**src/rtl/ex3_to_bin_pkg.sv**
```systemverilog
// Shared constants for the excess-3 to binary converter.
package ex3_to_bin_pkg;
    localparam logic [3:0] EX3_OFFSET = 4'd3;
    localparam logic [3:0] EX3_MIN    = 4'd3;
    localparam logic [3:0] EX3_MAX    = 4'd12;
    localparam int         DEF_CNT_W  = 8;
endpackage

```
**src/rtl/ex3_to_bin_decode.sv**
```systemverilog
// Combinational excess-3 digit decoder: wrapped value plus invalid-code flag.
module ex3_decode
    import ex3_to_bin_pkg::*;
(
    input  logic [3:0] e,
    output logic [3:0] value,
    output logic       invalid
);

    always_comb begin
        // Invalid codes still yield the 4-bit wrapped difference
        value   = e - EX3_OFFSET;
        invalid = (e < EX3_MIN) || (e > EX3_MAX);
    end

endmodule

```
**src/rtl/ex3_to_bin.sv**
```systemverilog
// Registered excess-3 to binary converter with sticky error flag and
// saturating invalid-code counter.
module ex3_to_bin
    import ex3_to_bin_pkg::*;
#(
    parameter int CNT_W = DEF_CNT_W
) (
    input  logic             clk,
    input  logic             rst_n,
    input  logic [3:0]       e,
    input  logic             in_valid,
    output logic [4:0]       b,
    output logic             out_valid,
    output logic             err_sticky,
    output logic [CNT_W-1:0] err_cnt
);

    logic [1:0]       rst_sync_q, rst_sync_d;
    logic             rst_int_n;
    logic [3:0]       dec_value;
    logic             dec_invalid;
    logic [4:0]       b_q, b_d;
    logic             out_valid_q, out_valid_d;
    logic             err_sticky_q, err_sticky_d;
    logic [CNT_W-1:0] err_cnt_q, err_cnt_d;

    function automatic logic [CNT_W-1:0] sat_inc(input logic [CNT_W-1:0] c);
        return (c == {CNT_W{1'b1}}) ? c : c + 1'b1;
    endfunction

    // Reset asserts immediately but releases only after two clean clock edges
    assign rst_sync_d = {rst_sync_q[0], 1'b1};
    assign rst_int_n  = rst_sync_q[1];

    always_ff @(posedge clk or negedge rst_n) begin
        if (!rst_n) rst_sync_q <= 2'b00;
        else        rst_sync_q <= rst_sync_d;
    end

    ex3_decode u_decode (
        .e       (e),
        .value   (dec_value),
        .invalid (dec_invalid)
    );

    always_comb begin
        b_d          = b_q;
        out_valid_d  = in_valid;
        err_sticky_d = err_sticky_q;
        err_cnt_d    = err_cnt_q;
        if (in_valid) begin
            b_d = {dec_invalid, dec_value};
            if (dec_invalid) begin
                err_sticky_d = 1'b1;
                err_cnt_d    = sat_inc(err_cnt_q);
            end
        end
    end

    always_ff @(posedge clk or negedge rst_int_n) begin
        if (!rst_int_n) begin
            b_q          <= 5'b00000;
            out_valid_q  <= 1'b0;
            err_sticky_q <= 1'b0;
            err_cnt_q    <= '0;
        end else begin
            b_q          <= b_d;
            out_valid_q  <= out_valid_d;
            err_sticky_q <= err_sticky_d;
            err_cnt_q    <= err_cnt_d;
        end
    end

    assign b          = b_q;
    assign out_valid  = out_valid_q;
    assign err_sticky = err_sticky_q;
    assign err_cnt    = err_cnt_q;

endmodule

```
**config.mk**
```make
export PLATFORM = sky130hd
export DESIGN_NAME = ex3_to_bin
export DESIGN_NICKNAME = d
export VERILOG_FILES = /design/src/rtl/ex3_to_bin_pkg.sv /design/src/rtl/ex3_to_bin_decode.sv /design/src/rtl/ex3_to_bin.sv
export SDC_FILE = /design/constraint.sdc
export NUM_CORES = 1
export LEC_CHECK = 0
export CAP_MARGIN = 0
export CORE_AREA = 2 2 49 47
export DETAILED_ROUTE_END_ITERATION = 10
export DIE_AREA = 0 0 51 49
export MAX_ROUTING_LAYER = met4
export PLACE_DENSITY = 0.67
export REMOVE_ABC_BUFFERS = 1
export SLEW_MARGIN = 10
export SYNTH_ARGS = -nofsm -noshare
export SYNTH_HDL_FRONTEND = slang
export SYNTH_SLANG_ARGS = --single-unit
```
**constraint.sdc**
```tcl
create_clock -name clk -period 0.8 [get_ports clk]
set_input_delay 0.2 -clock clk [delete_from_list [all_inputs] [get_ports clk]]
set_output_delay 0.2 -clock clk [all_outputs]
set_load 0.01 [all_outputs]
```
# ---- After elaboration in Yosys (flattened, before gate mapping)
# Index checks and enable logic that the tools add are counted.
dict set report op_classes {
  add_sub_neg 2
  magnitude_cmp 2
  n_eq_ne 1
  bitwise 1
  reduce_logical 3
}
# operator count
set op_table {}
lappend op_table {{adder 8 x 1 -> 8 bit (second input constant)} 1}
lappend op_table {{== test 8 bit (second input constant)} 1}
lappend op_table {{> comparator 4 bit (second input constant)} 1}
lappend op_table {{< comparator 4 x 2 -> 1 bit (second input constant)} 1}
lappend op_table {{subtractor 4 x 2 -> 4 bit (second input constant)} 1}
lappend op_table {{AND reduction 3 bit} 1}
lappend op_table {{AND reduction 2 bit} 1}
lappend op_table {{logical OR 1 bit} 1}
lappend op_table {{NOT 1 bit} 1}
dict set report totals {
  reg_bits 17
  out_inout_bits 15
  word_cells 14
}

# ---- Logic depth before layout (Yosys ltp)
# Gate-level depths: netlist (run 1).
dict set report depth {
  depth_word 3
  ltp_mapped 7
  mapped_depth_nobuf 6
}

# ---- Cells and area by module
# From an unflattened synthesis (run 1), not the netlist that was laid out.
dict set report unflattened {
  hier_cells 65
  area_unflattened_um2 814.5
}
# mod n_inst cells_per_inst area_per_inst_um2
set by_module_without_submodules {}
lappend by_module_without_submodules {ex3_to_bin 1 55 740.7}
lappend by_module_without_submodules {ex3_decode 1 10 73.8}

# ---- Least setup slack after synthesis (run 1)
# OpenSTA, ideal clock, no wires.
dict set report synth_path {
  kind {reg-to-reg}
  startpoint {register err_cnt_q[0], in the netlist err_cnt[0]}
  endpoint {register err_cnt_q[1], in the netlist err_cnt[1]}
  setup_ns 0.125
  arrival_ns 1.457
  path_slack_ns -0.782
  path_stages_with_launch 6
  n_path_buf 0
  period_less_slack_ns 1.582
  path_cell_list {dfrtp_1 -> ha_1 -> nand2_1 -> nor2_1 -> a31oi_1 -> mux2_2}
}
dict set report synth_between {
  elab_chain_cells 3
  word_cells_on_any_way 4
  cone_classes {1 x add/sub; 1 x eq/ne; 1 x bitwise; 1 x reduce/logical}
}
# item line
set synth_lines {}
lappend synth_lines {{start: declaration} ex3_to_bin.sv:25} ;# logic [CNT_W-1:0] err_cnt_q, err_cnt_d;
lappend synth_lines {{start signal: assignment} ex3_to_bin.sv:70} ;# err_cnt_q <= err_cnt_d;
lappend synth_lines {{branches (longest 3 deep; another with adder 8 x 1 -> 8 bit)} n/a}
# Several ways; the timed one is not identified.
# A chain may end at the register's enable or synchronous reset.

# ---- Final worst setup path (run 1)
# Ends and elaborated chain as after synthesis.

==> results.md, run 1 <==
- Status: finished, violations left
- Violated checks: negative setup slack
- EDFF count, synth: 0
- Io pins: 22
- Worst r2r src: err_cnt[0]$_DFFE_PN0P_
- Max Fanout on Critical Path: 2
- GRT Total Usage: 21.4%
- Core ar.: 0.00202 mm^2
- Peak supply drop: 1800 uV
- Sequential power share: 36.8%
- Clk root buf: clkbuf_4
- Critical path launch point: err_cnt[0]$_DFFE_PN0P_
- Critical path class: flip-flop to flip-flop
- Routed wire length: 2360 um
- First-pass GRT wire length: 3820 um
- Fin crit period: 1.34 ns
- Max Root-Sink Buffers: 2
- Clk_lat worst skew: 0.30 ns
- Area growth from synthesis to layout: 84.9%
- Placement Cell Area: 0.00117 mm^2
- 1st-iter DRT viols: 13
- Prevailing post-synth register cell: dfrtp_1
- Initial DRT Pass Iterations: 4
- Worst Path Required: 0.98 ns
- Register Area: 427 um^2
- Clock transition at path regs: 0.10 ns
- Clock Power Share: 14.4%
- Die Area: 0.00250 mm^2
- Vias in the first global route: 832
- Die Ht: 49 um
- Final Hold Vio Count: 0
- Synth warn: 0
- Slew Viols, Final: 0
- Post-DP HPWL: 1280 um
- Achievable Freq: 745 MHz
- Power per cell area: 2270 mW/mm^2
- Final core utilization: 71.2%
- Syn avg cell area: 11.4 um^2
- Per-cell routed wire length: 15.9 um
- CP endpoint kind: flip-flop
- GRT Residual Overflow: 0
- Post-synth cell types: 24
- Layout cells sized above 1: 68.6%
- Setup WS post-layout: -0.542 ns
- Design Area, Final: 0.00144 mm^2
- P_sw: 1150 uW
- CTS tree: yes
- Via count: 772
- Initial Util: 38.5%
- Max-Cap Viols: 0
- Critical path launch point type: flip-flop
- Total power: 3260 uW
- Area of the multi-input gates: 489 um^2
- # diodes: 0
- Static leakage power: 0.000665 uW
- Die extent in x: 51 um
- Worst hold path class: input port to asynchronous set/reset pin
- #FFs+latches synth: 17
- Final worst-path cycle share: 168%
- Remaining antenna violation count after routing: 0
- Port Buffers: 21
- Internal power: 2110 uW
- TritonCTS buffer count: 3
- DRC: 0
- Number of fill cells: 131
- Gp weighted congestion: 0.805
- Setup Viol. Count Final: 25
- Vias per cell: 5.22
- Number of H-tree levels: 1
- Comb power frac: 48.8%
- Cells after synthesis: 68
- Setup Skew: 0.00638 ns
- Num rows: 16
- Sequential fraction of the synthesis area: 54.7%
- CP arrival: 1.53 ns
- Largest net degree at the start of global routing: 16
- Asr flop ratio synth: 100%
- Layout Nets: 132
- Clock sinks: 17
- Antenna violations before repair: 0
- RSZ-0062 raised after global routing: true
- Synth Cell Area: 778 um^2
- Net Sw Frac: 35.3%
-- stage by stage --
stage,hold WS (ns),cells,worst slack [ns],setup TNS (ns)
after global placement,0.175,136,-1.21,-17.44
after floorplan,-0.0956,66,-0.782,-4.93
after CTS,0.0497,147,-0.505,-7.83
after detailed placement,0.185,136,-1.27,-17.91
after global routing,0.0412,148,-0.577,-9.23
final,0.0534,148,-0.542,-8.25
-- worst max-delay path: stages, from the launching register on --
cell     delay (ns)
dfrtp_1        0.43
ha_4           0.19
nand2_4        0.08
nor2_4         0.05
a31oi_4        0.17
mux2_4         0.32
-- cell usage after synthesis, types with 2 or more instances --
cell type | instances | area, um^2
nand3_1 | 2 | 10.0
nor2_1 | 3 | 11.3
ha_1 | 3 | 37.5
o21a_1 | 2 | 15.0
inv_1 | 3 | 11.3
dfrtp_1 | 17 | 425
a31oi_1 | 2 | 12.5
xnor2_1 | 2 | 17.5
mux2_2 | 6 | 67.6
nand2_1 | 3 | 11.3
a21oi_1 | 8 | 40.0
o21ai_0 | 3 | 15.0
nand4_1 | 3 | 18.8
-- cell usage in the layout (no fill, tap or decap), types with 2 or more instances in the layout --
master           instances
ha_4                     3
inv_4                    2
buf_2                   11
nand4_1                  3
clkdlybuf4s15_2          2
buf_4                   17
buf_8                    3
mux2_2                   4
xnor2_1                  2
mux2_4                   2
a21oi_2                  3
nand2_4                  2
dfrtp_1                 16
buf_6                   16
clkbuf_4                 3
nor2_4                   2
a21oi_1                  5
-- worst paths after layout --
check / to / slack, ns / cells past startpoint
setup / recovery: err_cnt[1]$_DFFE_PN0P_ / -0.54 / 5
hold / removal: rst_sync_q[0]$_DFF_PN0_ / 0.05 / 1
setup reg to reg: err_cnt[1]$_DFFE_PN0P_ / -0.54 / 5
hold reg to reg: err_cnt[6]$_DFFE_PN0P_ / 0.18 / 1
max in group asynchronous: err_cnt[2]$_DFFE_PN0P_ / 0.43 / 1
min in group clk: out_valid$_DFF_PN0_ / 0.20 / 2
-- area by class of cell --
type	instances	area share, %
multi-input combinational	46	34.0
inverter	3	1.13
sequential	17	29.7
tap	27	2.35
timing repair buffer	51	31.0
clock buffer	3	1.57
clock inverter	1	0.348
-- cells by family after synthesis --
logic type,synth area share (%)
AOI/OAI and AO/OA,13.2
xor gates and xnor gates,3.38
adders and majority gates,4.82
buffers and inverters,3.86
DFF,54.7
muxes,8.68
other,0.482
and+or+nand+nor,10.9
-- power groups by stage --
stage | logic [uW] | registers (uW) | clock network (uW)
final | 1590 | 1200 | 470
after global routing | 1680 | 1230 | 532
after CTS | 1520 | 1180 | 474
after detailed placement | 1300 | 1150 | 0
after global placement | 1260 | 1140 | 0
after floorplan | 312 | 1310 | 0
-- registers in the layout, indices dropped and copies added (netlist names) --
| name | cells |
|---|---|
| rst_sync_q | 2 |
| err_cnt | 8 |
| err_sticky | 1 |
| out_valid | 1 |
| b | 5 |
-- repair_timing --
item                                    in CTS  in global routing
setup buffers                                7                  2
hold buffers                                 0                  0
endpoints found under the setup margin      29                 29
resized for setup                          115                 24
pin swaps                                   15                 10
-- routing by layer --
metal	wire (um)	global-route usage [%]	up-vias
met5	0	-	-
met4	34	11.3	0
met3	111	4.60	4
met2	1270	35.5	24
met1	939	23.8	391
li1	-	-	353
(Power assumes the default switching activity.)
==> run 2: changes to the inputs <==
==> constraint.sdc (replaced) <==
create_clock -name clk -period 0.8 [get_ports clk]
set_input_delay 0.08 -clock clk [delete_from_list [all_inputs] [get_ports clk]]
set_output_delay 0.08 -clock clk [all_outputs]
set_load 0.01 [all_outputs]
==> results.md, run 2 (synthesis results as in run 1) <==
- Area of the multi-input gates: 453 um^2
- Critical path launch point: err_cnt[0]$_DFFE_PN0P_
- Area growth from synthesis to layout: 84.4%
- Status: finished, violations left
- Worst hold path class: input port to flip-flop
- Power per cell area: 2500 mW/mm^2
- Violated checks: negative setup slack
- CP max-delay cell: dfrtp_1
- Max incr delay on CP: 0.44 ns
- Fin crit period: 1.33 ns
- Num rows: 16
- Cell Count Post-Placement: 138
- Layout cells sized above 1: 61.1%
- Max Fanout on Critical Path: 2
- Vias in the first global route: 725
- # diodes: 0
- Clock transition at path regs: 0.10 ns
- Clock sinks: 17
- Crit-path cells: ha_4, nand2_4, nor2_4, a31oi_4, mux2_4
- Gp weighted congestion: 0.798
- Met2 WL post-DR: 1200 um
- Worst Path Required: 0.98 ns
- Die Area: 0.00250 mm^2
- DRC: 0
- Critical path launch point type: flip-flop
- Beginning of the worst hold path: e[0]
- Achievable Freq: 752 MHz
- Number of H-tree levels: 1
- Core ar.: 0.00202 mm^2
- Setup Viol. Count Final: 26
- TritonCTS buffer count: 3
- Post-DP HPWL: 1250 um
- Design Area, Final: 0.00144 mm^2
- Routed wire length: 2350 um
- CP arrival: 1.51 ns
- First-pass GRT wire length: 3380 um
- Placement Cell Area: 0.00118 mm^2
- Max reg flops: 8
- Io pins: 22
- Slew Viols, Final: 0
- Static leakage power: 0.000667 uW
- Met1 Wirelength: 895 um
- Antenna violations before repair: 0
- Worst r2r src: err_cnt[0]$_DFFE_PN0P_
- Initial Util: 38.5%
- Peak supply drop: 1580 uV
- Setup Skew: 0.00158 ns
- Remaining antenna violation count after routing: 0
- Layout Nets: 137
- Final Hold Vio Count: 0
- GRT Residual Overflow: 0
- Most frequent cells in the layout: 24 x buf_4, 19 x buf_6, 16 x dfrtp_1, 8 x buf_2, 6 x a21oi_1
- Largest net degree at the start of global routing: 16
- Top sig layer: met4
- CTS tree: yes
- 1st-iter DRT viols: 14
- CP endpoint kind: flip-flop
- Via count: 784
- GRT Total Usage: 18.8%
- Number of fill cells: 135
- Per-cell routed wire length: 15.4 um
- Critical path class: flip-flop to flip-flop
- Register Area: 427 um^2
- RSZ-0062 raised after global routing: true
- Clk_lat worst skew: 0.29 ns
- Die extent in x: 51 um
- Die Ht: 49 um
- Max Root-Sink Buffers: 2
- Most common cell after layout, fill and taps aside: buf_4
- Final non-filler cell total: 153
- Setup WS post-layout: -0.529 ns
- Max-Cap Viols: 0
- Met3 WL: 127 um
- Vias per cell: 5.12
- Final worst-path cycle share: 166%
- Port Buffers: 21
- Initial DRT Pass Iterations: 4
- Clk root buf: clkbuf_4
-- run 2: cell types whose count changed in the layout (fill, tap and decap cells not counted), moves of 2 or more --
cell,change
buf_4,+7
nor2_1,+2
inv_4,-2
clkdlybuf4s15_1,+3
buf_2,-3
clkdlybuf4s15_2,-2
buf_6,+3
ha_4,-2
buf_8,-3
-- run 2: worst paths after layout --
check | slack [ns] | to | cells after the start
max reg2reg | -0.53 | err_cnt[1]$_DFFE_PN0P_ | 5
min | 0.14 | b[0]$_DFFE_PN0P_ | 3
min reg2reg | 0.18 | err_cnt[0]$_DFFE_PN0P_ | 1
min in group asynchronous | 0.18 | err_cnt[0]$_DFFE_PN0P_ | 1
max in group asynchronous | 0.20 | rst_sync_q[1]$_DFF_PN0_ | 2
max | -0.53 | err_cnt[1]$_DFFE_PN0P_ | 5
-- run 2: repair_timing --
item | CTS | global route
resized for setup | 113 | 13
setup endpoints to repair | 29 | 27
setup buffers | 10 | 3
pin swaps | 14 | 5
hold endpoints to repair | 2 | 0
hold buffers | 1 | 0
-- run 2: metrics by stage --
step / worst slack (ns) / setup TNS, ns / util, % / power (uW) / hold slack [ns]
floorplan: -0.782 / -4.05 / - / 1620 / -0.216
global placement: -1.08 / -14.04 / 58.5 / 2440 / 0.175
detailed placement: -1.19 / -14.71 / 58.5 / 2470 / 0.174
CTS: -0.514 / -6.15 / 68.0 / 3270 / 0.121
global route: -0.556 / -7.50 / 71.0 / 3810 / 0.135
finish: -0.529 / -6.45 / 71.0 / 3590 / 0.139
-- run 2: critical path, delay by kind of cell (launching register included) --
family	cells	cell delay, ns
DFF	1	0.44
muxes	1	0.31
adders and majority gates	1	0.19
AOI/OAI and AO/OA	1	0.16
and+or+nand+nor	2	0.11
-- run 2: routing by layer --
metal | up-vias | track usage [%]
li1 | 358 | -
met1 | 385 | 23.8
met2 | 31 | 29.0
met3 | 10 | 3.99
met4 | 0 | 8.11
met5 | - | -
-- run 2: final cells by class --
class / count / area share, %
tap: 27 / 2.35
sequential: 17 / 29.7
inverter: 3 / 0.785
timing repair buffer: 56 / 33.7
multi-input combinational: 46 / 31.6
clock buffer: 4 / 1.83
-- run 2: power by group --
group	leakage (uW)	switching (uW)	internal [uW]	total [uW]
Clock	0.0000150	267	194	461
Combinational	0.000450	783	1170	1950
Sequential	0.000203	148	1030	1180
